## config.mk

```make
export PLATFORM = sky130hd
export DESIGN_NAME = uart_div_display
export DESIGN_NICKNAME = d
export VERILOG_FILES = /design/src/rtl/uart_div_display_pkg.sv /design/src/rtl/div_ctrl.sv /design/src/rtl/seg_scan.sv /design/src/rtl/uart_rx_core.sv /design/src/rtl/uart_div_display.sv
export SDC_FILE = /design/constraint.sdc
export NUM_CORES = 1
export LEC_CHECK = 0
export CAP_MARGIN = 20
export CELL_PAD_IN_SITES_DETAIL_PLACEMENT = 0
export CELL_PAD_IN_SITES_GLOBAL_PLACEMENT = 1
export CORE_MARGIN = 2
export CORE_UTILIZATION = 46
export DETAILED_ROUTE_END_ITERATION = 10
export GPL_ROUTABILITY_DRIVEN = 0
export GPL_TIMING_DRIVEN = 0
export HOLD_SLACK_MARGIN = 0.05
export PLACE_DENSITY = 0.9
export SYNTH_ARGS = -nofsm -noshare
export SYNTH_HDL_FRONTEND = slang
export SYNTH_SLANG_ARGS = --single-unit
```

## constraint.sdc

```tcl
create_clock -name clk -period 5.5 [get_ports clk]
set_input_delay 1.1 -clock clk [delete_from_list [all_inputs] [get_ports clk]]
set_output_delay 1.1 -clock clk [all_outputs]
set_load 0.02 [all_outputs]
```

## src/rtl/uart_div_display_pkg.sv

```systemverilog
// uart_div_display_pkg: shared control states, command byte and hex glyph table
package uart_div_display_pkg;
  typedef enum logic [2:0] {WAIT_CMD1, GET_A, WAIT_CMD2, GET_B, DIVIDE, SEND_QH, SEND_QL, SEND_R} ctrl_state_e;
  localparam logic [7:0] CMD_CHAR = 8'h73;
  localparam logic [6:0] SEG_TABLE [16] = '{
    7'h40, 7'h79, 7'h24, 7'h30, 7'h19, 7'h12, 7'h02, 7'h78,
    7'h00, 7'h10, 7'h08, 7'h03, 7'h46, 7'h21, 7'h06, 7'h0E
  };
endpackage

```

## src/rtl/div_ctrl.sv

```systemverilog
// div_ctrl: command FSM, 16-step restoring divider and three-byte result sender
module div_ctrl
  import uart_div_display_pkg::*;
(
  input  logic        clk,
  input  logic        rst,
  input  logic [7:0]  rx_data_i,
  input  logic        rx_valid_i,
  input  logic        tx_busy_i,
  output logic [7:0]  tx_data_o,
  output logic        tx_ready_o,
  output logic [23:0] y_o
);
  ctrl_state_e state_q, state_d;
  logic [7:0] a_q, b_q, r_q, r_nx, tx_data_q, tx_byte;
  logic [15:0] q_q, q_nx;
  logic [23:0] y_q;
  logic [3:0] cnt_q;
  logic [1:0] ph_q;
  logic [8:0] r_sh;
  logic sub_ok, sending, fire, sent, tx_ready_q;
  always_ff @(posedge clk or posedge rst)
    if (rst) state_q <= WAIT_CMD1;
    else state_q <= state_d;
  always_comb begin
    state_d = state_q;
    case (state_q)
      WAIT_CMD1: state_d = (rx_valid_i && rx_data_i == CMD_CHAR) ? GET_A : WAIT_CMD1;
      GET_A:     state_d = rx_valid_i ? WAIT_CMD2 : GET_A;
      WAIT_CMD2: state_d = (rx_valid_i && rx_data_i == CMD_CHAR) ? GET_B : WAIT_CMD2;
      GET_B:     state_d = rx_valid_i ? DIVIDE : GET_B;
      DIVIDE:    state_d = (cnt_q == 4'd15) ? SEND_QH : DIVIDE;
      default:   if (sent) state_d = state_q == SEND_QH ? SEND_QL : state_q == SEND_QL ? SEND_R : WAIT_CMD1;
    endcase
  end
  always_comb begin
    r_sh = {r_q, q_q[15]};
    sub_ok = r_sh >= {1'b0, b_q};
    r_nx = sub_ok ? 8'(r_sh - {1'b0, b_q}) : r_sh[7:0];
    q_nx = {q_q[14:0], sub_ok};
    sending = state_q inside {SEND_QH, SEND_QL, SEND_R};
    fire = sending && ph_q == 2'd0 && !tx_busy_i;
    sent = sending && ph_q == 2'd2 && !tx_busy_i;
    tx_byte = state_q == SEND_QH ? y_q[23:16] : state_q == SEND_QL ? y_q[15:8] : y_q[7:0];
  end
  // ph_q tracks the per-byte handshake: 0 wait idle, 1 wait busy rise, 2 wait busy fall
  always_ff @(posedge clk or posedge rst)
    if (rst) begin
      a_q <= '0;
      b_q <= '0;
      r_q <= '0;
      q_q <= '0;
      y_q <= '0;
      cnt_q <= '0;
      ph_q <= '0;
      tx_data_q <= '0;
      tx_ready_q <= 1'b0;
    end else begin
      tx_ready_q <= fire;
      if (fire) tx_data_q <= tx_byte;
      ph_q <= fire ? 2'd1 : (ph_q == 2'd1 && tx_busy_i) ? 2'd2 : sent ? 2'd0 : ph_q;
      if (state_q == GET_A && rx_valid_i) a_q <= rx_data_i;
      if (state_q == GET_B && rx_valid_i) begin
        b_q <= rx_data_i;
        q_q <= {8'h00, a_q};
        r_q <= '0;
        cnt_q <= '0;
      end
      if (state_q == DIVIDE) begin
        q_q <= q_nx;
        r_q <= r_nx;
        cnt_q <= cnt_q + 1'b1;
        if (cnt_q == 4'd15) y_q <= (b_q == 8'h00) ? {16'hFFFF, a_q} : {q_nx, r_nx};
      end
    end
  assign tx_data_o = tx_data_q;
  assign tx_ready_o = tx_ready_q;
  assign y_o = y_q;
endmodule

```

## src/rtl/seg_scan.sv

```systemverilog
// seg_scan: six-digit active-low multiplexed hex display scanner
module seg_scan
  import uart_div_display_pkg::*;
#(
  parameter int SCAN_CYCLES = 50_000
) (
  input  logic        clk,
  input  logic        rst,
  input  logic [23:0] y_i,
  output logic [6:0]  led_o,
  output logic [5:0]  dig_o
);
  localparam int CW = $clog2(SCAN_CYCLES);
  logic [CW-1:0] cnt_q;
  logic [2:0] idx_q;
  always_ff @(posedge clk or posedge rst)
    if (rst) begin
      cnt_q <= '0;
      idx_q <= '0;
    end else if (cnt_q == CW'(SCAN_CYCLES - 1)) begin
      cnt_q <= '0;
      idx_q <= (idx_q == 3'd5) ? 3'd0 : idx_q + 1'b1;
    end else cnt_q <= cnt_q + 1'b1;
  always_comb begin
    dig_o = ~(6'b000001 << idx_q);
    led_o = SEG_TABLE[y_i[{idx_q, 2'b00} +: 4]];
  end
endmodule

```

## src/rtl/uart_rx_core.sv

```systemverilog
// uart_rx_core: 2-flop synchronised 8N1 receiver sampling each bit at its centre
module uart_rx_core #(
  parameter int BIT_CYCLES = 5208
) (
  input  logic       clk,
  input  logic       rst,
  input  logic       rx_i,
  output logic [7:0] data_o,
  output logic       valid_o
);
  localparam int CW = $clog2(BIT_CYCLES);
  localparam logic [CW-1:0] HALF = CW'(BIT_CYCLES / 2 - 1);
  localparam logic [CW-1:0] FULL = CW'(BIT_CYCLES - 1);
  typedef enum logic [1:0] {IDLE, START, DATA, STOP} rx_state_e;
  rx_state_e state_q, state_d;
  logic [2:0] sync_q;
  logic [CW-1:0] cnt_q, cnt_d;
  logic [2:0] bit_q, bit_d;
  logic [7:0] shift_q, shift_d, data_q, data_d;
  logic valid_q, valid_d, rx_s;
  assign rx_s = sync_q[1];
  always_comb begin
    state_d = state_q;
    cnt_d = cnt_q + 1'b1;
    bit_d = bit_q;
    shift_d = shift_q;
    data_d = data_q;
    valid_d = 1'b0;
    case (state_q)
      IDLE: begin
        cnt_d = '0;
        state_d = (sync_q[2] && !rx_s) ? START : IDLE;
      end
      START: if (cnt_q == HALF) begin
        cnt_d = '0;
        bit_d = '0;
        state_d = rx_s ? IDLE : DATA;
      end
      DATA: if (cnt_q == FULL) begin
        cnt_d = '0;
        shift_d = {rx_s, shift_q[7:1]};
        bit_d = bit_q + 1'b1;
        state_d = (bit_q == 3'd7) ? STOP : DATA;
      end
      default: if (cnt_q == FULL) begin
        state_d = IDLE;
        valid_d = rx_s;
        data_d = rx_s ? shift_q : data_q;
      end
    endcase
  end
  always_ff @(posedge clk or posedge rst)
    if (rst) begin
      sync_q <= 3'b111;
      state_q <= IDLE;
      cnt_q <= '0;
      bit_q <= '0;
      shift_q <= '0;
      data_q <= '0;
      valid_q <= 1'b0;
    end else begin
      sync_q <= {sync_q[1:0], rx_i};
      state_q <= state_d;
      cnt_q <= cnt_d;
      bit_q <= bit_d;
      shift_q <= shift_d;
      data_q <= data_d;
      valid_q <= valid_d;
    end
  assign data_o = data_q;
  assign valid_o = valid_q;
endmodule

```

## src/rtl/uart_div_display.sv

```systemverilog
// uart_div_display: UART-fed 8-bit divider with hex display and result streaming
module uart_div_display #(
  parameter int CLK_FREQ    = 50_000_000,
  parameter int BAUD        = 9600,
  parameter int SCAN_CYCLES = 50_000
) (
  input  logic        clk,
  input  logic        rst,
  input  logic        rx,
  output logic [7:0]  rx_data,
  output logic        rx_ready,
  input  logic        tx_busy,
  output logic [7:0]  tx_data,
  output logic        tx_ready,
  output logic [23:0] y_to_led,
  output logic [6:0]  led_out,
  output logic [5:0]  dig
);
  localparam int BIT_CYCLES = CLK_FREQ / BAUD;
  uart_rx_core #(.BIT_CYCLES(BIT_CYCLES)) u_rx (
    .clk(clk), .rst(rst), .rx_i(rx), .data_o(rx_data), .valid_o(rx_ready)
  );
  div_ctrl u_ctrl (
    .clk(clk), .rst(rst), .rx_data_i(rx_data), .rx_valid_i(rx_ready), .tx_busy_i(tx_busy),
    .tx_data_o(tx_data), .tx_ready_o(tx_ready), .y_o(y_to_led)
  );
  seg_scan #(.SCAN_CYCLES(SCAN_CYCLES)) u_scan (
    .clk(clk), .rst(rst), .y_i(y_to_led), .led_o(led_out), .dig_o(dig)
  );
endmodule

```

==> out/qor.txt <==
CTS tree - built
Seq/Total Area, Yosys - 0.493
WP data arrival - 3620 ps
First-pass GRT wire length - 27400 um
Slew headroom - 0.474
Final worst slack - 780 ps
Max Slew Vio Count - 0
Antenna cell count - 0
Die area - 0.0164 sq mm
DRC Markers - 0
CP startpoint kind - flop
Total GRT Usage - 0.212
Post-place setup slack - 1220 ps
Crit path max fanout - 10
Antenna-violating nets left - 0
Crit path launch - u_scan.idx_q[1]$_DFFE_PP0N_
Pwr dens - 337 mW/mm^2
Peak supply drop - 0.000293 V
Post-synthesis register bit count - 139
Fmax - 212 MHz
GRT overflow - 0
Die Span X - 128 um
Hold_sp - u_rx.sync_q[0]$_DFF_PP1_
Final instance area - 0.00848 sq mm
Detailed Route Iter0 Violations - 303
CP required - 4400 ps
DIE HEIGHT - 128 um
Clk buf depth - 2
Synth warnings - 0
Crit. End Element - primary output
Syn Nets - 732
Status - finished clean
RR Startpoint - u_ctrl.r_q[5]$_DFFE_PP0P_
Placement Rows - 45
# hold bufs at CTS - 0
Mean Syn Cell Area - 10.0 sq um
Initial Util - 0.468
Post-synth EDFFs - 0
Static leakage - 3.81 nW
Setup Buffers After CTS - 0
Syn Inst Count - 703
# setup viols final - 0
CTS sink count - 139
Vias in the first global route - 5500
Initial antenna violation count - 0
CTS resizes - 0
Post-route total power - 0.00285 W
WS Path Type - reg2out
Largest net degree at the start of global routing - 86
Post-synth top flop - dfrtp_1
RSZ-0062 raised after global routing - false
Number of iterations in the first detailed-routing pass - 6
Vias/cell - 5.63
Synth cell types - 61
Root Buffer - clkbuf_16
Core area - 0.0151 sq mm
CTS H-tree lvls - 4
Max_cap viols - 0
Hold WC Path Type - reg2reg
Mapped Area - 0.00706 sq mm
Via count - 5519
Placed cell area - 0.00791 sq mm
Asr flop ratio synth - 1.00
Tcrit/Tclk final - 0.858
Setup TNS - 0 ps
Slew @ Worst Pin - 784 ps
# IOs - 59
DP Wirelength - 12200 um
Routed WL - 16600 um
Final hold vios - 0
CTS clk-pin slew, worst paths - 60 ps
Nets@finish - 810
Port Buf Inserts - 58
CTS Buf Count - 17
Fill cell total of the finished layout - 1307
Area Growth Syn to Fin - 20.1%
WL/cell - 16.9 um
Fraction of layout cells with a size suffix above 1 - 0.115
Final clock skew - 8.16 ps
Tmin final - 4720 ps
Clk Latency, worst-skew pair - 420 ps
==> cell usage in the layout, fill, tap and decap left out, types with 4 or more instances in the layout <==
cell type | synthesis | routed
nor3_1 | 13 | 13
a21oi_1 | 21 | 21
o22ai_1 | 18 | 18
a22o_1 | 11 | 11
nand2b_1 | 5 | 5
dfrtp_1 | 136 | 136
inv_1 | 30 | 29
ha_1 | 24 | 24
a211oi_1 | 5 | 5
xnor2_1 | 12 | 12
clkbuf_1 | 24 | 26
clkdlybuf4s50_1 | 0 | 58
nand3_1 | 16 | 16
xor2_1 | 20 | 20
clkbuf_16 | 0 | 17
nor2_1 | 64 | 64
o21ai_0 | 51 | 51
and3_1 | 7 | 7
a32oi_1 | 4 | 4
mux2_2 | 37 | 37
buf_2 | 7 | 7
nand2_1 | 86 | 86
nand4_1 | 12 | 12
and4_1 | 4 | 4
mux2i_1 | 21 | 21
and2_1 | 6 | 6
o211ai_1 | 4 | 4
nor2b_1 | 8 | 8
==> cells in the mapped netlist (3+ instances only) <==
library cell / count / share of area
buf_2: 7 / 0.0050
dfrtp_1: 136 / 0.48
o211ai_1: 4 / 0.0043
clkbuf_1: 24 / 0.013
nand2_1: 86 / 0.046
o22ai_1: 18 / 0.016
nand2b_1: 5 / 0.0044
and4_1: 4 / 0.0050
a22o_1: 11 / 0.014
nor2_1: 64 / 0.034
o31ai_1: 3 / 0.0032
o21ai_0: 51 / 0.036
nor4_1: 3 / 0.0027
and3_1: 7 / 0.0062
xnor2_1: 12 / 0.015
dfstp_2: 3 / 0.011
a32oi_1: 4 / 0.0050
nand3_1: 16 / 0.011
a21oi_1: 21 / 0.015
inv_1: 30 / 0.016
nor2b_1: 8 / 0.0071
a211oi_1: 5 / 0.0053
ha_1: 24 / 0.043
buf_1: 3 / 0.0016
and2_1: 6 / 0.0053
nor3_1: 13 / 0.0092
xor2_1: 20 / 0.025
nand4_1: 12 / 0.011
mux2_2: 37 / 0.059
mux2i_1: 21 / 0.030
==> routing by layer <==
metal	wire length, um	global-route usage	part of all wire	vias up
li1	-	-	-	2638
met4	162	0.0621	0.0098	0
met2	7990	0.343	0.48	152
met3	720	0.0551	0.043	17
met1	7700	0.282	0.46	2712
met5	0	0	0	-
==> metrics by stage <==
step                std cells  utilization  hold slack (ps)
detailed placement        950        0.524              350
floorplan                 703            -              345
CTS                       981        0.562              360
global route              981        0.562              363
finish                    981        0.562              358
global placement          949        0.522              349
==> critical path: stages (launching register included) <==
cell and delay [ps]:
dfrtp_1 310, buf_2 180, buf_1 420, mux2_2 390, a21oi_1 450, inv_1 160
ha_1 230, mux2_2 260, o21ai_0 170, clkdlybuf4s50_1 630
==> flip-flops by register name, summed over array words and instances, names as in the netlist, 3 cells and up <==
| signal | flops |
|---|---|
| u_ctrl.r_q | 8 |
| u_ctrl.b_q | 8 |
| u_rx.sync_q | 3 |
| u_scan.idx_q | 3 |
| u_rx.bit_q | 3 |
| u_scan.cnt_q | 16 |
| u_ctrl.state_q | 3 |
| u_ctrl.a_q | 8 |
| u_rx.shift_q | 8 |
| u_rx.cnt_q | 13 |
| u_ctrl.q_q | 16 |
| u_ctrl.y_o | 24 |
| u_ctrl.cnt_q | 4 |
| u_ctrl.tx_data_o | 8 |
| u_rx.data_o | 8 |
==> kinds of logic (layout without fill, tap and decap cells) <==
| group | Yosys count | count (layout) | share of synthesized area |
|---|---|---|---|
| muxes | 59 | 59 | 0.0909 |
| buffers and inverters | 64 | 154 | 0.0353 |
| AOI/OAI and AO/OA | 138 | 138 | 0.124 |
| DFF | 139 | 139 | 0.493 |
| xor gates and xnor gates | 32 | 32 | 0.0397 |
| adders and majority gates | 25 | 25 | 0.0454 |
| and+or+nand+nor | 246 | 246 | 0.172 |
==> layout make-up <==
type                            count  area (sq um)  share of cell area
Sequential cell                   139          3480               0.411
Multi-Input combinational cell    500          3330               0.392
Timing Repair Buffer               59           608              0.0717
Clock buffer                       19           433              0.0511
Tap cell                          188           235              0.0277
Clock inverter                     12           140              0.0165
Buffer                             34           136              0.0161
Inverter                           30           118              0.0139
==> worst paths after layout <==
path                       slack (ps)                         end  cells after the start
setup / recovery                  780                  led_out[4]                      9
hold / removal                    360    u_rx.sync_q[1]$_DFF_PP1_                      0
setup reg to reg                 2910   u_ctrl.r_q[7]$_DFFE_PP0P_                      7
hold reg to reg                   360    u_rx.sync_q[1]$_DFF_PP1_                      0
max in group asynchronous        3620  u_ctrl.y_o[19]$_DFFE_PP0P_                      3
min in group asynchronous        1100     u_rx.cnt_q[3]$_DFF_PP0_                      2
==> where the power goes <==
group | internal [W] | total, W | switching [W]
combinational | 0.000215 | 0.000514 | 0.000298
sequential | 0.00114 | 0.00123 | 0.0000884
clock | 0.000670 | 0.00111 | 0.000443
Note: power is estimated with default switching activity, not from simulation.
